`src/rtl/wgt_ctrl_pkg.sv`:
```
// Shared definitions for the weight-load controller: FSM encoding and default geometry.
package wgt_ctrl_pkg;

  localparam int unsigned K_DEF      = 5;
  localparam int unsigned ADDR_W_DEF = 12;
  localparam int unsigned NK_W_DEF   = 8;
  localparam int unsigned KK         = K_DEF * K_DEF;

  typedef enum logic [2:0] {
    StIdle    = 3'd0,
    StFetch   = 3'd1,
    StDrain   = 3'd2,
    StWaitAck = 3'd3,
    StFin     = 3'd4
  } wgt_state_e;

endpackage

```
`src/rtl/wgt_addr_gen.sv`:
```
// Kernel/row/tap counters and SRAM address arithmetic for the weight loader.
module wgt_addr_gen
  import wgt_ctrl_pkg::*;
#(
  parameter int unsigned K      = K_DEF,
  parameter int unsigned ADDR_W = ADDR_W_DEF,
  parameter int unsigned NK_W   = NK_W_DEF,
  localparam int unsigned CntW  = (K > 1) ? $clog2(K) : 1
) (
  input  logic              clk,
  input  logic              rst_n,
  input  logic              clear,
  input  logic              advance,
  input  logic              kernel_inc,
  input  logic [ADDR_W-1:0] base_addr,
  output logic [ADDR_W-1:0] addr,
  output logic [CntW-1:0]   row,
  output logic [NK_W-1:0]   kernel_idx,
  output logic              last_tap
);

  localparam int unsigned NumTaps = K * K;

  logic [NK_W-1:0] k_q, k_d;
  logic [CntW-1:0] r_q, r_d;
  logic [CntW-1:0] j_q, j_d;

  always_ff @(posedge clk or negedge rst_n) begin
    if (!rst_n) begin
      k_q <= '0;
      r_q <= '0;
      j_q <= '0;
    end else begin
      k_q <= k_d;
      r_q <= r_d;
      j_q <= j_d;
    end
  end

  always_comb begin
    k_d = k_q;
    r_d = r_q;
    j_d = j_q;
    if (clear) begin
      k_d = '0;
      r_d = '0;
      j_d = '0;
    end else begin
      if (advance) begin
        if (j_q == CntW'(K - 1)) begin
          j_d = '0;
          r_d = (r_q == CntW'(K - 1)) ? '0 : r_q + CntW'(1);
        end else begin
          j_d = j_q + CntW'(1);
        end
      end
      if (kernel_inc) begin
        k_d = k_q + NK_W'(1);
      end
    end
  end

  // Tap j reads column K-1-j so the rightmost weight enters the shift buffer first.
  always_comb begin
    addr = base_addr
         + ADDR_W'(k_q) * ADDR_W'(NumTaps)
         + ADDR_W'(r_q) * ADDR_W'(K)
         + (ADDR_W'(K - 1) - ADDR_W'(j_q));
  end

  assign row        = r_q;
  assign kernel_idx = k_q;
  assign last_tap   = (r_q == CntW'(K - 1)) && (j_q == CntW'(K - 1));

endmodule

```
`src/rtl/wgt_load_ctrl.sv`:
```
// Weight-load sequencer: fetches KxK kernels from SRAM into K row shift buffers and
// holds each kernel until compute acknowledges it.
module wgt_load_ctrl
  import wgt_ctrl_pkg::*;
#(
  parameter int unsigned K      = K_DEF,
  parameter int unsigned ADDR_W = ADDR_W_DEF,
  parameter int unsigned NK_W   = NK_W_DEF
) (
  input  logic                    clk,
  input  logic                    rst_n,
  input  logic                    start,
  input  logic [ADDR_W-1:0]       base_addr,
  input  logic [NK_W-1:0]         num_kernels,
  input  logic                    stall,
  input  logic                    kernel_ack,
  output logic                    mem_en,
  output logic [ADDR_W-1:0]       mem_addr,
  input  logic signed [7:0]       mem_rdata,
  output logic signed [7:0]       wgt_input,
  output logic [K-1:0]            wgt_read_row,
  output logic                    kernel_ready,
  output logic                    busy,
  output logic                    done
);

  localparam int unsigned CntW = (K > 1) ? $clog2(K) : 1;

  wgt_state_e state_q, state_d;

  logic [ADDR_W-1:0] base_q;
  logic [NK_W-1:0]   nk_q;
  logic              kernel_ready_q, kernel_ready_d;
  logic              rd_valid_q;
  logic [CntW-1:0]   rd_row_q;

  logic              accept;
  logic              clear;
  logic              advance;
  logic              kernel_inc;
  logic              more_kernels;
  logic [ADDR_W-1:0] gen_addr;
  logic [CntW-1:0]   gen_row;
  logic [NK_W-1:0]   gen_kernel;
  logic              gen_last;

  wgt_addr_gen #(
    .K      (K),
    .ADDR_W (ADDR_W),
    .NK_W   (NK_W)
  ) u_addr_gen (
    .clk        (clk),
    .rst_n      (rst_n),
    .clear      (clear),
    .advance    (advance),
    .kernel_inc (kernel_inc),
    .base_addr  (base_q),
    .addr       (gen_addr),
    .row        (gen_row),
    .kernel_idx (gen_kernel),
    .last_tap   (gen_last)
  );

  assign more_kernels = ({1'b0, gen_kernel} + (NK_W + 1)'(1)) < {1'b0, nk_q};

  always_ff @(posedge clk or negedge rst_n) begin
    if (!rst_n) begin
      state_q        <= StIdle;
      base_q         <= '0;
      nk_q           <= '0;
      kernel_ready_q <= 1'b0;
      rd_valid_q     <= 1'b0;
      rd_row_q       <= '0;
    end else begin
      state_q        <= state_d;
      kernel_ready_q <= kernel_ready_d;
      rd_valid_q     <= mem_en;
      if (mem_en) begin
        rd_row_q <= gen_row;
      end
      if (accept) begin
        base_q <= base_addr;
        nk_q   <= num_kernels;
      end
    end
  end

  always_comb begin
    state_d        = state_q;
    kernel_ready_d = kernel_ready_q;
    accept         = 1'b0;
    clear          = 1'b0;
    advance        = 1'b0;
    kernel_inc     = 1'b0;
    mem_en         = 1'b0;
    case (state_q)
      StIdle: begin
        if (start) begin
          accept  = 1'b1;
          clear   = 1'b1;
          state_d = (num_kernels != '0) ? StFetch : StFin;
        end
      end
      StFetch: begin
        if (!stall) begin
          mem_en  = 1'b1;
          advance = 1'b1;
          if (gen_last) begin
            state_d = StDrain;
          end
        end
      end
      StDrain: begin
        kernel_ready_d = 1'b1;
        state_d        = StWaitAck;
      end
      StWaitAck: begin
        if (kernel_ack) begin
          kernel_ready_d = 1'b0;
          kernel_inc     = 1'b1;
          state_d        = more_kernels ? StFetch : StFin;
        end
      end
      StFin: begin
        state_d = StIdle;
      end
      default: begin
        state_d = StIdle;
      end
    endcase
  end

  // Address is forced to zero when idle so the bus is quiet between reads.
  assign mem_addr     = mem_en ? gen_addr : '0;
  assign wgt_input    = mem_rdata;
  assign wgt_read_row = rd_valid_q ? (K'(1) << rd_row_q) : '0;
  assign kernel_ready = kernel_ready_q;
  assign busy         = (state_q != StIdle);
  assign done         = (state_q == StFin);

endmodule

```
`config.mk`:
```
export PLATFORM = sky130hd
export DESIGN_NAME = wgt_load_ctrl
export DESIGN_NICKNAME = d
export VERILOG_FILES = /design/src/rtl/wgt_ctrl_pkg.sv /design/src/rtl/wgt_addr_gen.sv /design/src/rtl/wgt_load_ctrl.sv
export SDC_FILE = /design/constraint.sdc
export NUM_CORES = 1
export LEC_CHECK = 0
export CORE_ASPECT_RATIO = 1.5
export CORE_MARGIN = 2
export CORE_UTILIZATION = 61
export CTS_BUF_LIST = sky130_fd_sc_hd__clkbuf_8
export CTS_CLUSTER_SIZE = 30
export DETAILED_ROUTE_END_ITERATION = 12
export GPL_TIMING_DRIVEN = 0
export PLACE_DENSITY = 0.89
export SETUP_SLACK_MARGIN = 0.4
export SYNTH_ARGS = -nofsm -noshare
export SYNTH_HDL_FRONTEND = slang
export SYNTH_SLANG_ARGS = --single-unit
```
`constraint.sdc`:
```
create_clock -name clk -period 10.1 [get_ports clk]
set_clock_uncertainty 0.05 [all_clocks]
set_input_delay 1.01 -clock clk [delete_from_list [all_inputs] [get_ports clk]]
set_output_delay 1.01 -clock clk [all_outputs]
set_load 0.02 [all_outputs]
```
# After elaboration in Yosys (flattened, before gate mapping)
# Index checks and enable logic that the tools add are counted.
dict set report totals {
  mem_count 0
  latchBits 0
  output_inout_bits 29
  in_bits 33
  ramBits 0
  reg_bits 42
  rom_bits 0
}
dict set report op_classes {
  magnitude_cmp 1
  shifts 1
  div 0
  n_eq_ne 10
  addsub 8
  reduce_logical 11
  muxes 26
  mul 2
  n_bitwise 0
}
# operator count
set op_table {}
lappend op_table {{3-bit two-way mux} 13}
lappend op_table {{12-bit adder} 2}
lappend op_table {{8-bit two-way mux} 2}
lappend op_table {{12-bit by 6-bit adder with 12-bit output} 1}
lappend op_table {{8-bit by 5-bit multiplier with 12-bit output (second input constant)} 1}
lappend op_table {{12-bit two-way mux} 1}
lappend op_table {{3-bit case mux with 4 select lines} 1}
lappend op_table {{8-bit by 1-bit adder with 9-bit output (second input constant)} 1}
lappend op_table {{3-bit equality test (second input constant)} 3}
lappend op_table {{9-bit by 8-bit less-than comparator with 1-bit output} 1}
lappend op_table {{8-bit by 1-bit adder with 8-bit output (second input constant)} 1}
lappend op_table {{2-bit != test (second input constant)} 4}
lappend op_table {{2-bit nonzero test} 4}
lappend op_table {{8-bit nonzero test} 1}
lappend op_table {{1-bit two-way mux} 7}
lappend op_table {{3-bit by 1-bit adder with 3-bit output (second input constant)} 2}
lappend op_table {{3-bit by 2-bit equality test with 1-bit output (second input constant)} 2}
lappend op_table {{3-bit by 3-bit multiplier with 6-bit output (second input constant)} 1}
lappend op_table {{5-bit two-way mux} 1}
lappend op_table {{1-bit by 3-bit << shifter with 5-bit output (first input constant)} 1}
lappend op_table {{2-bit AND reduction} 2}
lappend op_table {{4-bit AND reduction} 1}
lappend op_table {{3-bit by 3-bit subtractor with 4-bit output (first input constant)} 1}
lappend op_table {{3-bit by 1-bit equality test with 1-bit output (second input constant)} 1}
lappend op_table {{4 further kinds} 4}

# Longest topological paths before layout
dict set report depth {
  ltp_word 5
  mapped_depth 17
  depth_no_buf 17
}

# Hierarchy
# From an unflattened synthesis, not the netlist that was laid out.
dict set report unflattened {
  cells_unflattened 393
  area_unflattened_um2 3952.5
}
# mod area_each_um2 seq_area_each_um2 instances cells_per_inst
set modules_own_cells {}
lappend modules_own_cells {wgt_addr_gen 2328.5 350.3 1 240}
lappend modules_own_cells {wgt_load_ctrl 1624.1 700.7 1 153}

# Worst setup path after synthesis
# OpenSTA, ideal clock, no wires.
dict set report synth_path {
  path_kind {reg-to-output}
  from {reg u_addr_gen.k_q[0] (netlist: u_addr_gen.kernel_idx[0])}
  to {out mem_addr[11]}
  arrival_ps 4267
  slack_ps 4773
  path_stages_with_launch 16
  path_buffers 0
  t_required_ps 9040
  path_cell_list {dfrtp_1 -> ha_1 -> ha_1 -> inv_1 -> fa_1 -> inv_1 -> fa_1 -> inv_1 -> fa_1 -> inv_1 -> ha_1 -> o21a_1 -> o31a_1 -> o31ai_1 -> a21oi_1 -> nor3b_1}
}
dict set report synth_between {
  elab_chain_cells 5
}
# item line
set synth_rtl {}
lappend synth_rtl {{from (decl)} wgt_addr_gen.sv:24} ;# logic [NK_W-1:0] k_q, k_d;
lappend synth_rtl {{from (signal assigned)} wgt_addr_gen.sv:34} ;# k_q <= k_d;
lappend synth_rtl {{8-bit by 5-bit multiplier with 12-bit output} wgt_addr_gen.sv:66} ;# + ADDR_W'(k_q) * ADDR_W'(NumTaps)
lappend synth_rtl {{12-bit adder} wgt_addr_gen.sv:66}
lappend synth_rtl {{12-bit by 6-bit adder with 12-bit output} wgt_addr_gen.sv:67} ;# + ADDR_W'(r_q) * ADDR_W'(K)
lappend synth_rtl {{12-bit adder} wgt_addr_gen.sv:68} ;# + (ADDR_W'(K - 1) - ADDR_W'(j_q));
lappend synth_rtl {{12-bit two-way mux} wgt_load_ctrl.sv:134} ;# assign mem_addr = mem_en ? gen_addr : '0;
lappend synth_rtl {{to (decl)} wgt_load_ctrl.sv:18} ;# output logic [ADDR_W-1:0] mem_addr,
# No other way between the ends.

# Worst setup path in the final report
# Ends and elaborated chain as after synthesis.

==> impl_metrics.ini <==
[global_route]
grt_pass1_wl_um = 15400
grt-ovfl-total = 0
grt_max_degree = 35
antenna_found_initial = 0
grt_pass1_vias = 3445
grt_usage = 0.2732

[die]
die_y_um = 102.5
start_util = 0.6342
die_area_um2 = 7137
die_w_um = 69.65
num_rows = 35
coreArea_um2 = 6218
boundaryPins = 62

[timing]
slew_viol_final = 0
setup_viol = 0
slew_headroom = 0.6766
rsz0062_at_grt = false
fmax_mhz = 156.7
whs_ns = 0.4733
post-route-period-util = 0.6318
fin_crit_ns = 6.381
tightest_slew_ns = 0.4821
tns_ns = 0
final_hold_viol_count = 0

[worst_setup_path]
path_cells = ha_1 -> ha_1 -> inv_1 -> fa_1 -> inv_1 -> fa_1 -> inv_1 -> fa_1 -> inv_1 -> ha_1 -> o21a_1 -> o31a_1 -> o31ai_1 -> a21oi_1 -> nor3b_1 -> clkdlybuf4s50_1
slowest_delay_ns = 0.64
worst-path-buf-inv = 5
cp.arrival_ns = 5.32
critPathSlowestCell = clkdlybuf4s50_1
startpoint_type = flop
crit_family = adder cells
worst-setup-path-type = reg2out
path_max_fanout = 10
worstPathRequired_ns = 9.04
endpoint_kind = primary output
cp_common_cell = inv_1

[drt]
first_iter_violations = 106
drc = 0
wire_per_inst_um = 16.31
wl_um = 9084
via_per_inst = 5.747
ant_nets = 0
dr.pass1.iters = 5
vias = 3201

[place]
io_buffers = 53
place.gp.congestion = 0.8736
dp_hpwl_um = 6933

[cts]
postCtsSetupBuffers = 0
clock_latency_ns = 0.31
cts.sinks = 42
clockRootBuffer = clkbuf_8
cts_buffer_depth = 2
holdBufCountCts = 0
cts_buffers = 5
cts_resized = 0
clk_pin_slew_ns = 0.09
htreeDepth = 2
cts_tree = built

[synth]
yosysWarnings = 0
ys_types = 50
avgSynthCellArea_um2 = 9.390
ys_ff_latch = 42
syn_area_um2 = 3944
yosysSeqAreaShare = 0.2665
synthesis.nets = 536
synth_cells = 420

[final_layout]
layout_common_cells = inv_1 (76), ha_1 (58), clkdlybuf4s50_1 (52)
n_fill_cell = 421
layout_commonest_cell = inv_1
area_growth_pct = 19.86
nNetsFinal = 598
antenna_cells = 0
layout-drive-gt1-share = 0.09731

[pwr]
peakVddDrop_uv = 158.7
power_leakage_uw = 0.002398
p_per_area_nw_per_um2 = 200.8

[status]
status = finished clean

[hold_path]
min_path_type = reg2reg

[job]
cap_violations = 0
## metal layers
| metal | share of wire | vias up | wire length, um | track usage |
|---|---|---|---|---|
| met5 | 0 | - | 0 | 0 |
| met4 | 0.033 | 0 | 297 | 0.1405 |
| met3 | 0.036 | 26 | 324 | 0.03057 |
| met2 | 0.57 | 92 | 5158 | 0.5414 |
| met1 | 0.36 | 1581 | 3304 | 0.2813 |
| li1 | - | 1502 | - | - |
## cell usage after synthesis, drive strengths merged
cell type	instances	share of area
inv	76	0.072
ha	58	0.18
dfrtp	42	0.27
nand2	36	0.036
o21ai	30	0.038
fa	25	0.13
a21oi	18	0.023
buf	17	0.031
nor2	17	0.018
mux2	11	0.031
xnor2	9	0.020
nand3	8	0.010
nand2b	7	0.013
nor3b	6	0.013
xor2	6	0.013
a21o	5	0.0095
nor3	5	0.0063
a211oi	4	0.0076
nor2b	4	0.0063
or3	4	0.0076
nand4	3	0.0048
o211ai	3	0.0057
a31oi	2	0.0032
and2	2	0.0032
nand3b	2	0.0038
nor4b	2	0.0060
o22ai	2	0.0032
or4	2	0.0038
a21boi	1	0.0019
a22o	1	0.0022
a41o	1	0.0025
and3	1	0.0016
and3b	1	0.0022
clkinv	1	0.0041
mux2i	1	0.0025
nand4b	1	0.0022
o2111ai	1	0.0022
o21a	1	0.0019
o21ba	1	0.0025
o21bai	1	0.0019
o31a	1	0.0022
o31ai	1	0.0019
## logic make-up after synthesis
logic type               synth area share
AND/OR/NAND/NOR                    0.1380
flip-flops                         0.2665
XOR/XNOR                          0.03331
multiplexers                      0.03395
buffers and inverters              0.1079
AO/OA/AOI/OAI                      0.1095
adder cells (fa/ha/maj)            0.3109
## sequential cells by signal, indices dropped and copies added (netlist names)
name	flops
u_addr_gen.j_q	3
rd_valid_q	1
u_addr_gen.row	3
u_addr_gen.kernel_idx	8
rd_row_q	3
kernel_ready	1
base_q	12
state_q	3
nk_q	8
## stage by stage
step	cell area (um^2)	total power [uW]	setup slack (ns)	instances	util
final	4727	949.2	3.719	557	0.7602
after global routing	4727	1029	3.465	557	0.7602
after detailed placement	4589	780.5	4.067	549	0.7380
after global placement	4567	739.9	4.199	547	0.7344
after CTS	4727	949.2	3.720	557	0.7602
after floorplan	3944	611.5	4.773	420	-
## cell type report
| cell class | instances | area [um^2] | area share |
|---|---|---|---|
| Clock inverter | 3 | 68.82 | 0.01456 |
| Timing Repair Buffer | 55 | 553.0 | 0.1170 |
| Tap cell | 74 | 92.59 | 0.01959 |
| Inverter | 77 | 301.5 | 0.06379 |
| Multi-Input combinational cell | 284 | 2467 | 0.5220 |
| Buffer | 17 | 123.9 | 0.02620 |
| Sequential cell | 42 | 1051 | 0.2223 |
| Clock buffer | 5 | 68.82 | 0.01456 |
## final timing paths
| path | from | cells past startpoint | slack, ns | end |
|---|---|---|---|---|
| min in group asynchronous | rst_n | 1 | 0.50 | base_q[11] |
| hold / removal | kernel_ready | 1 | 0.47 | kernel_ready |
| setup reg to reg | u_addr_gen.kernel_idx[2] | 8 | 7.54 | state_q[2] |
| max in group asynchronous | rst_n | 2 | 9.04 | u_addr_gen.row[1] |
| setup / recovery | u_addr_gen.kernel_idx[0] | 16 | 3.72 | mem_addr[11] |
| hold reg to reg | kernel_ready | 1 | 0.47 | kernel_ready |
## power by group
group          leakage, uW  switching (uW)  internal [uW]
clock network    0.0000683            66.6           99.2
logic              0.00179             297            234
registers         0.000544            34.3            217
(Power assumes the default switching activity.)
